File: src/rtl/demux_stream_if.sv
// demux_stream_if: producer-side and per-channel consumer-side stream signals of demux_stream.
// The DUT connects through the slave modport; the driving side uses master.
interface demux_stream_if #(
    parameter int N_OUT  = 8,
    parameter int DATA_W = 8,
    parameter int SEL_W  = 3
);
    logic [DATA_W-1:0]       in_data;
    logic [SEL_W-1:0]        in_sel;
    logic                    in_bcast;
    logic                    in_valid;
    logic                    in_ready;
    logic [N_OUT*DATA_W-1:0] out_data;
    logic [N_OUT-1:0]        out_valid;
    logic [N_OUT-1:0]        out_ready;

    modport slave (
        input  in_data, in_sel, in_bcast, in_valid, out_ready,
        output in_ready, out_data, out_valid
    );
    modport master (
        output in_data, in_sel, in_bcast, in_valid, out_ready,
        input  in_ready, out_data, out_valid
    );
endinterface

File: src/rtl/demux_stream.sv
// demux_stream: registered 1-to-N valid/ready demultiplexer with unicast, broadcast and out-of-range sink.
// Optional DEMUX_STREAM_SELERR_EN adds sticky sel_err and saturating 16-bit drop_cnt.
module demux_stream #(
    parameter int N_OUT  = 8,
    parameter int DATA_W = 8,
    parameter int SEL_W  = 3
) (
    input  logic           clk,
    input  logic           rst_n,
    demux_stream_if.slave  s
`ifdef DEMUX_STREAM_SELERR_EN
    ,
    output logic           sel_err,
    output logic [15:0]    drop_cnt
`endif
);
    logic [N_OUT-1:0]        valid_q, valid_d;
    logic [N_OUT*DATA_W-1:0] data_q, data_d;
    logic [N_OUT-1:0]        free, hit, tgt, load;
    logic                    accept;

    // an out-of-range in_sel shifts the one-hot to zero, so the sink needs no separate range check
    always_comb begin
        free   = ~valid_q | s.out_ready;
        hit    = N_OUT'(1) << s.in_sel;
        tgt    = s.in_bcast ? {N_OUT{1'b1}} : hit;
        accept = s.in_valid & s.in_ready;
        load   = {N_OUT{accept}} & tgt;
        valid_d = (valid_q & ~s.out_ready) | load;
        data_d = data_q;
        for (int i = 0; i < N_OUT; i++)
            data_d[i*DATA_W +: DATA_W] = load[i] ? s.in_data : data_q[i*DATA_W +: DATA_W];
    end

    assign s.in_ready  = &(free | ~tgt);
    assign s.out_valid = valid_q;
    assign s.out_data  = data_q;

    always_ff @(posedge clk or negedge rst_n) begin
        if (!rst_n) begin
            valid_q <= '0;
            data_q  <= '0;
        end else begin
            valid_q <= valid_d;
            data_q  <= data_d;
        end
    end

`ifdef DEMUX_STREAM_SELERR_EN
    logic        drop, sel_err_q, sel_err_d;
    logic [15:0] drop_cnt_q, drop_cnt_d;

    always_comb begin
        drop       = accept & ~s.in_bcast & ~|hit;
        sel_err_d  = sel_err_q | drop;
        drop_cnt_d = (drop && drop_cnt_q != 16'hFFFF) ? drop_cnt_q + 16'd1 : drop_cnt_q;
    end

    always_ff @(posedge clk or negedge rst_n) begin
        if (!rst_n) begin
            sel_err_q  <= 1'b0;
            drop_cnt_q <= '0;
        end else begin
            sel_err_q  <= sel_err_d;
            drop_cnt_q <= drop_cnt_d;
        end
    end

    assign sel_err  = sel_err_q;
    assign drop_cnt = drop_cnt_q;
`endif
endmodule
File: src/flat_wrapper.sv
// flat-port wrapper written by rule: the top's interface ports become plain ports
module demux_stream_flat 
#(
    parameter int N_OUT  = 8,
    parameter int DATA_W = 8,
    parameter int SEL_W  = 3
)
  (clk, rst_n, s_in_data, s_in_sel, s_in_bcast, s_in_valid, s_out_ready, s_in_ready, s_out_data, s_out_valid);
  demux_stream_if #(.N_OUT(N_OUT), .DATA_W(DATA_W), .SEL_W(SEL_W)) s_i ();
  input  logic clk;
  input  logic rst_n;
  input wire logic [$bits(s_i.in_data)-1:0] s_in_data;
  input wire logic [$bits(s_i.in_sel)-1:0] s_in_sel;
  input wire logic [$bits(s_i.in_bcast)-1:0] s_in_bcast;
  input wire logic [$bits(s_i.in_valid)-1:0] s_in_valid;
  input wire logic [$bits(s_i.out_ready)-1:0] s_out_ready;
  output wire logic [$bits(s_i.in_ready)-1:0] s_in_ready;
  output wire logic [$bits(s_i.out_data)-1:0] s_out_data;
  output wire logic [$bits(s_i.out_valid)-1:0] s_out_valid;
  assign s_i.in_data = s_in_data;
  assign s_i.in_sel = s_in_sel;
  assign s_i.in_bcast = s_in_bcast;
  assign s_i.in_valid = s_in_valid;
  assign s_i.out_ready = s_out_ready;
  assign s_in_ready = s_i.in_ready;
  assign s_out_data = s_i.out_data;
  assign s_out_valid = s_i.out_valid;
  demux_stream #(.N_OUT(N_OUT), .DATA_W(DATA_W), .SEL_W(SEL_W)) u_core (.clk(clk), .rst_n(rst_n), .s(s_i));
endmodule
File: config.mk
export PLATFORM = sky130hd
export DESIGN_NAME = demux_stream_flat
export DESIGN_NICKNAME = d
export VERILOG_FILES = /design/src/rtl/demux_stream_if.sv /design/src/rtl/demux_stream.sv /design/src/flat_wrapper.sv
export SDC_FILE = /design/constraint.sdc
export NUM_CORES = 1
export LEC_CHECK = 0
export BUFFER_PORTS_ARGS = -buffer_cell sky130_fd_sc_hd__buf_2
export CORE_MARGIN = 4
export CORE_UTILIZATION = 50
export DETAILED_ROUTE_END_ITERATION = 16
export GPL_TIMING_DRIVEN = 0
export PLACE_DENSITY = 0.81
export SYNTH_ARGS = -nofsm -noshare
export SYNTH_HDL_FRONTEND = slang
export SYNTH_SLANG_ARGS = --single-unit
File: constraint.sdc
create_clock -name clk -period 4.7 [get_ports clk]
set_input_delay 0.47 -clock clk [delete_from_list [all_inputs] [get_ports clk]]
set_output_delay 0.47 -clock clk [all_outputs]
set_load 0.03 [all_outputs]
==> impl_metrics.json, run 1 <==
{
  "dpl.hpwl_um": 4750,
  "synth_top_area_frac": 0.582,
  "syn2layout_area_growth_pct": 26.1,
  "grt_max_degree": 73,
  "ir_worst_vdd_mv": 0.400,
  "cts_setup_buffers": 0,
  "worstSetupPathType": "in2reg",
  "maxSlewHeadroom": 0.406,
  "worst_pin_slew_ns": 0.891,
  "yosysMostFrequentCell": "dfrtp_1",
  "io_pins": 96,
  "clock-root-buffer": "clkbuf_8",
  "synth_nets": 211,
  "cp_max_fo": 10,
  "die_y_um": 86.7,
  "synth_common_cells": "72 x dfrtp_1, 40 x mux2_4, 20 x mux2_2",
  "pwr-share-comb": 0.460,
  "rsz0062_at_grt": "no",
  "synth-compound-area-share": 0.0283,
  "synthMuxAreaShare": 0.281,
  "hp-class": "in2async",
  "grt_pass1_wl_um": 11100,
  "cts_resized": 0,
  "rr_worst_depth": 5,
  "antenna_found_initial": 0,
  "endpoint_kind": "flop",
  "viasPerCell": 5.37,
  "post-route-period-util": 0.491,
  "clkLatencyLatePin_ns": 0.34,
  "synthesis.area_mm2": 0.00310,
  "drv_cap": 0,
  "multi_input_area_mm2": 0.00128,
  "synth_top_family_by_area": "multiplexers",
  "drt_wl_total_um": 7050,
  "netlist_instances": 188,
  "skew_ns": 0.00988,
  "synth-adder-area-share": 0,
  "cts_num_sinks": 72,
  "ys_ff_latch": 72,
  "period_minus_slack_ns": 2.31,
  "ant_nets": 0,
  "clkTransAtPathRegs_ns": 0.07,
  "synthSimpleGateAreaFrac": 0.105,
  "place_congestion": 0.753,
  "yosysWarnings": 0,
  "htreeDepth": 3,
  "synth_xor_area_frac": 0,
  "nets": 317,
  "core_area_mm2": 0.00596,
  "p_sw_frac": 0.412,
  "cp_data_required_time_ns": 4.92,
  "fmax_ghz": 0.433,
  "setup_viol_count_final": 0,
  "utilization": 0.655,
  "p_int_uw": 1760,
  "tns_ns": 0,
  "regArea_mm2": 0.00180,
  "final_hold_viol_count": 0,
  "synth_edf_count": 0,
  "p_seq_frac": 0.348,
  "start_util": 0.520,
  "layout-drive-gt1-share": 0.625,
  "remaining_drc_errors": 0,
  "p_leak_uw": 0.00188,
  "cts_buffer_depth": 2,
  "cts_buffers": 9,
  "hold_buffers": 0,
  "drt_pass1_iterations": 4,
  "critPathLaunchType": "input pin",
  "ys_types": 21,
  "slew_viol_final": 0,
  "synthTopCellsByArea": "dfrtp_1 58%, mux2_4 19%, mux2_2 7.3%",
  "critPathArrivalTime_ns": 2.53,
  "synthArstFlopShare": 1.00,
  "routed-via-count": 2008,
  "ys_seq_area_frac": 0.582,
  "reg2reg_from": "u_core.s.out_valid[3]",
  "regToRegSetupSlack_ns": 2.49,
  "grt_overflow": 0,
  "synth.avg_cell_area_um2": 16.5,
  "grt_pass1_vias": 2105,
  "diodes": 0,
  "port_buffers": 95,
  "fillers": 447,
  "r2r-end": "u_core.s.out_data[7]",
  "fp.dieW_um": 86.7,
  "yosysTopAreaCell": "dfrtp_1",
  "drtIter0Drc": 48,
  "ys.flop_type": "dfrtp_1",
  "powerDensity_mw_per_mm2": 766,
  "wire_per_inst_um": 18.9,
  "p_clk_frac": 0.192,
  "status": "finished, final reports clean",
  "cts_tree": "done",
  "gr-usage-all-layers": 0.199,
  "placementRows": 28,
  "dieArea_mm2": 0.00751,
  "switchingPower_uw": 1230
}
[critical path, cell delays in order]
cell and delay, ns:
buf_2 0.13, buf_2 0.18, o21ai_0 0.30, nand4_4 0.35, nor3_4 0.73, mux2_4 0.36
[layer usage]
| metal | track usage | up-vias | routed length [um] |
|---|---|---|---|
| met1 | 0.261 | 1016 | 3060 |
| met3 | 0.0646 | 8 | 536 |
| met4 | 0.0680 | 0 | 95 |
| met2 | 0.312 | 91 | 3360 |
| li1 | - | 893 | - |
| met5 | 0 | - | 0 |
[cell families after synthesis]
logic type             after synthesis
AOI/OAI and AO/OA                   16
buffers and inverters                2
DFF                                 72
and+or+nand+nor                     34
muxes                               64
[cell type report]
cell class                      instances  share of cell area
Buffer                                  1             0.00128
Tap cell                               75              0.0240
Inverter                                1            0.000962
Timing Repair Buffer                   95               0.122
Clock buffer                           10              0.0327
Clock inverter                          6              0.0276
Multi-Input combinational cell        114               0.329
Sequential cell                        72               0.462
[state kept, by name, indices dropped and copies added, names as in the netlist]
| signal | count |
|---|---|
| u_core.s.out_data | 64 |
| u_core.s.out_valid | 8 |
[metrics by stage]
stage                     setup WS [ns]  cells  hold WS (ns)  total power, uW  instance area (um^2)
after global routing               2.27    374         0.305             3140                  3900
after global placement             2.08    358         0.478             2400                  3660
after floorplan                    2.50    188         0.174             2020                  3100
final                              2.39    374         0.243             2990                  3900
after CTS                          2.40    374         0.282             3020                  3900
after detailed placement           2.04    358         0.483             2440                  3670
[power groups by stage]
stage | sequential (uW) | combinational, uW | clock [uW]
finish | 1040 | 1380 | 574
global route | 1070 | 1440 | 620
CTS | 1040 | 1390 | 585
detailed placement | 1050 | 1390 | 0
global placement | 1040 | 1360 | 0
floorplan | 1580 | 436 | 0
[cells in the final DEF, fill, tap and decap left out, types with 2 or more instances in the layout]
| cell | n |
|---|---|
| and3b_1 | 3 |
| o21ai_0 | 9 |
| nand4_4 | 2 |
| clkinv_2 | 2 |
| mux2_4 | 40 |
| mux2_1 | 4 |
| mux2_2 | 20 |
| nor2b_1 | 7 |
| dfrtp_1 | 72 |
| or2_2 | 4 |
| bufinv_16 | 3 |
| or2_1 | 3 |
| clkbuf_8 | 9 |
| nor3b_1 | 3 |
| nor3_4 | 8 |
| o21ai_1 | 5 |
| buf_2 | 95 |
[worst max path at each step]
stage                    start               endpoint  slack [ns]
finish              s_in_bcast   u_core.s.out_data[7]        2.39
global route        s_in_bcast   u_core.s.out_data[7]        2.27
CTS                 s_in_bcast   u_core.s.out_data[7]        2.40
detailed placement  s_in_bcast  u_core.s.out_data[57]        2.04
global placement    s_in_bcast  u_core.s.out_data[39]        2.08
floorplan           s_in_bcast             s_in_ready        2.50
No activity file was read; power rests on OpenSTA's default activity.
==> run 2: changes to the inputs <==
Clock period 4.7 ns to 2.25 ns, I/O delays scaled along.
==> impl_metrics.json, run 2 (synthesis results as in run 1) <==
{
  "remaining_drc_errors": 0,
  "drt_wl_total_um": 7210,
  "dpl.hpwl_um": 4750,
  "endpoint_kind": "flop",
  "nets": 325,
  "final_common_cell": "buf_2",
  "largest_register_ffs": 64,
  "fillers": 434,
  "post-route-period-util": 0.932,
  "clkTransAtPathRegs_ns": 0.07,
  "p_seq_frac": 0.344,
  "crit_chain": "nor2b_1 -> o21ai_0 -> nand4_4 -> nor3_4 -> mux2_2",
  "regToRegSetupSlack_ns": 0.15,
  "dpl_worst_slack_ns": -0.163,
  "status": "complete, but fails checks",
  "p_sw_frac": 0.410,
  "port_buffers": 95,
  "r2r-end": "u_core.s.out_data[24]",
  "fp.dieW_um": 86.7,
  "viasPerCell": 5.36,
  "drtIter0Drc": 61,
  "critPathLaunchType": "flop",
  "antenna_found_initial": 0,
  "hp-class": "in2async",
  "regArea_mm2": 0.00180,
  "instances_no_fill": 382,
  "critPathArrivalTime_ns": 2.32,
  "rsz0062_at_grt": "no",
  "dieArea_mm2": 0.00751,
  "cts_resized": 0,
  "utilization": 0.678,
  "pwr-share-comb": 0.466,
  "diodes": 0,
  "layout-drive-gt1-share": 0.635,
  "cp_data_required_time_ns": 2.47,
  "maxSlewHeadroom": 0.410,
  "gr-usage-all-layers": 0.199,
  "ir_worst_vdd_mv": 0.820,
  "worst_pin_slew_ns": 0.885,
  "cts_tree": "done",
  "drt_pass1_iterations": 4,
  "grt_pass1_wl_um": 11100,
  "rr_worst_depth": 5,
  "p_int_uw": 3730,
  "p_clk_frac": 0.189,
  "place_inst": 358,
  "clock-root-buffer": "clkbuf_8",
  "grt_max_degree": 73,
  "whs_ns": -0.000771,
  "period_minus_slack_ns": 2.10,
  "cp_max_fo": 9,
  "cts_setup_buffers": 0,
  "core_area_mm2": 0.00596,
  "htreeDepth": 3,
  "setup_viol_count_final": 0,
  "mostFrequentLayoutCells": "95 x buf_2, 72 x dfrtp_1, 40 x mux2_4",
  "routed-via-count": 2048,
  "cts_buffers": 9,
  "drv_cap": 0,
  "die_y_um": 86.7,
  "syn2layout_area_growth_pct": 30.4,
  "setup_slack_ns": 0.152,
  "worstSetupPathType": "reg2reg",
  "grt_overflow": 0,
  "critPathMaxStageDelay_ns": 0.58,
  "startpoint": "u_core.s.out_valid[4]",
  "final_hold_viol_count": 4,
  "violations": "hold timing",
  "placementRows": 28,
  "multi_input_area_mm2": 0.00128,
  "grt_pass1_vias": 2105,
  "start_util": 0.520,
  "switchingPower_uw": 2590,
  "powerDensity_mw_per_mm2": 1560,
  "p_leak_uw": 0.00194,
  "cp_slowest_cell": "nor3_4",
  "slew_viol_final": 0,
  "skew_ns": 0.00704,
  "place_congestion": 0.753,
  "p_total_uw": 6310,
  "reg2reg_from": "u_core.s.out_valid[4]",
  "hold_buffers": 0,
  "cts_buffer_depth": 2,
  "ant_nets": 0,
  "fmax_ghz": 0.477,
  "wire_per_inst_um": 18.9,
  "cts_num_sinks": 72,
  "io_pins": 96,
  "clkLatencyLatePin_ns": 0.34
}
run 2: cell type report:
cell class                      count  area share
Clock inverter                      6      0.0267
Inverter                            1    0.000930
Sequential cell                    72       0.446
Tap cell                           75      0.0232
Multi-Input combinational cell    114       0.318
Buffer                              1     0.00124
Clock buffer                       10      0.0316
Timing Repair Buffer              103       0.152
run 2: how the worst max path moves through the flow:
stage / end / cells past startpoint / slack [ns]
4_1_cts: u_core.s.out_data[7] / 5 / 0.02
2_1_floorplan: u_core.s.out_data[56] / 5 / 0.17
3_5_place_dp: u_core.s.out_data[57] / 6 / -0.16
5_1_grt: u_core.s.out_data[24] / 5 / 0.02
3_3_place_gp: u_core.s.out_data[39] / 6 / -0.13
6_report: u_core.s.out_data[24] / 5 / 0.15
run 2: power by group through the flow:
stage / Combinational [uW] / Clock (uW) / Sequential [uW]
2_1_floorplan: 911 / 0 / 3300
3_3_place_gp: 2840 / 0 / 2170
3_5_place_dp: 2900 / 0 / 2190
4_1_cts: 2910 / 1220 / 2180
5_1_grt: 3090 / 1290 / 2250
6_report: 2940 / 1200 / 2170
run 2: routing by layer:
metal	share of wire	track usage	vias up
met5	0	0	-
met4	0.012	0.0680	0
met3	0.083	0.0646	8
met2	0.48	0.312	88
met1	0.43	0.261	1041
li1	-	-	911
run 2: critical path, delay by kind of cell (launching register included):
family	cells	cell delay, ns
AO/OA/AOI/OAI	1	0.14
multiplexers	1	0.39
AND/OR/NAND/NOR	3	1.07
flip-flops	1	0.38
run 2: through the flow:
stage / TNS [ns] / instance area (um^2)
finish: 0 / 4040
global route: 0 / 4040
CTS: 0 / 3900
detailed placement: -7.94 / 3670
global placement: -5.65 / 3660
floorplan: 0 / 3100
==> run 3: changes to the inputs <==
Settings changed: CORE_UTILIZATION 50 to 40, GPL_TIMING_DRIVEN 0 to unset, PLACE_DENSITY 0.81 to 0.68.
==> impl_metrics.json, run 3 (synthesis results as in run 1) <==
{
  "fmax_ghz": 0.485,
  "cts_buffer_depth": 2,
  "status": "complete, but fails checks",
  "drv_cap": 0,
  "worst_pin_slew_ns": 0.905,
  "setup_viol_count_final": 0,
  "whs_ns": -0.00707,
  "layout-drive-gt1-share": 0.644,
  "start_util": 0.420,
  "grt_pass1_vias": 1992,
  "dieArea_mm2": 0.00921,
  "ir_worst_vdd_mv": 0.741,
  "io_pins": 96,
  "fillers": 644,
  "use_met1": 0.219,
  "hp-class": "in2async",
  "nets": 330,
  "post-route-period-util": 0.916,
  "hold_buffers": 0,
  "clkLatencyLatePin_ns": 0.34,
  "htreeDepth": 3,
  "cp_max_fo": 9,
  "dpl.hpwl_um": 5060,
  "wire_per_inst_um": 17.4,
  "cts_setup_buffers": 0,
  "cts_tree": "done",
  "maxSlewHeadroom": 0.397,
  "ant_nets": 0,
  "mostFrequentLayoutCells": "94 x buf_2, 72 x dfrtp_1, 40 x mux2_4",
  "die_y_um": 96.0,
  "syn2layout_area_growth_pct": 30.1,
  "routed-via-count": 1961,
  "p_leak_uw": 0.00195,
  "final_cell_area_mm2": 0.00403,
  "violations": "hold timing",
  "grt_max_degree": 73,
  "fp.dieW_um": 96.0,
  "grt_overflow": 0,
  "gr-usage-all-layers": 0.163,
  "powerDensity_mw_per_mm2": 1530,
  "drtIter0Drc": 89,
  "period_minus_slack_ns": 2.06,
  "slew_viol_final": 0,
  "viasPerCell": 4.77,
  "remaining_drc_errors": 0,
  "cts_resized": 0,
  "rsz0062_at_grt": "no",
  "largest_register_ffs": 64,
  "drt_wl_total_um": 7140,
  "critPathArrivalTime_ns": 1.84,
  "use_met2": 0.250,
  "placed_area_mm2": 0.00381,
  "cts_num_sinks": 72,
  "skew_ns": 0.0110,
  "cp_data_required_time_ns": 2.03,
  "p_total_uw": 6170,
  "grt_pass1_wl_um": 11000,
  "cts_buffers": 9,
  "clock-root-buffer": "clkbuf_8",
  "final_hold_viol_count": 3,
  "final_common_cell": "buf_2",
  "diodes": 0,
  "endpoint_kind": "output port",
  "antenna_found_initial": 0,
  "rr_worst_depth": 6,
  "port_buffers": 95,
  "drt_pass1_iterations": 4,
  "place_congestion": 0.877,
  "grt_util_met3": 0.0547,
  "grt.busiest_layer": "met2",
  "clkTransAtPathRegs_ns": 0.07,
  "placementRows": 31,
  "tns_ns": 0,
  "critPathLaunchType": "flop",
  "worstSetupPathType": "reg2out",
  "core_area_mm2": 0.00737
}
## run 3: layout make-up
cell class	instances	area [um^2]	share of cell area
tap	99	124	0.0308
inverter	1	3.75	0.000932
multi-input combinational	114	1280	0.319
sequential	72	1800	0.447
clock buffer	12	165	0.0410
clock inverter	4	51.3	0.0127
timing repair buffer	109	596	0.148
## run 3: metrics by stage
stage,utilization,setup slack (ns),instances
2_1_floorplan,-,0.170,188
5_1_grt,0.546,0.0616,411
3_3_place_gp,0.517,0.158,395
4_1_cts,0.546,0.180,411
3_5_place_dp,0.517,0.0958,395
6_report,0.546,0.190,411
## run 3: path summary, 6_finish.rpt
path,start,end,slack [ns]
min reg2reg,u_core.s.out_data[15],u_core.s.out_data[15],0.49
min,rst_n,u_core.s.out_valid[2],-0.007
max in group asynchronous,rst_n,u_core.s.out_data[5],1.65
min in group clk,s_out_ready[7],u_core.s.out_valid[7],0.19
max,u_core.s.out_valid[0],s_in_ready,0.19
max reg2reg,u_core.s.out_valid[0],u_core.s.out_data[18],0.26
## run 3: critical path: stages (launching register included)
cell     delay (ns)
dfrtp_1        0.37
nor2b_1        0.13
o21ai_0        0.15
nand4_4        0.36
nor2_1         0.25
buf_2          0.23
## run 3: per-layer routing
metal	wire, um	part of all wire
met1	3260	0.46
met2	3300	0.46
met5	0	0
met3	521	0.073
met4	65	0.0091
## run 3: power by group
group	total, uW	leakage, uW	switching, uW	internal, uW
Combinational	2910	0.000983	1790	1120
Clock	1090	0.000109	482	603
Sequential	2170	0.000854	310	1860
Total	6170	0.00195	2580	3580
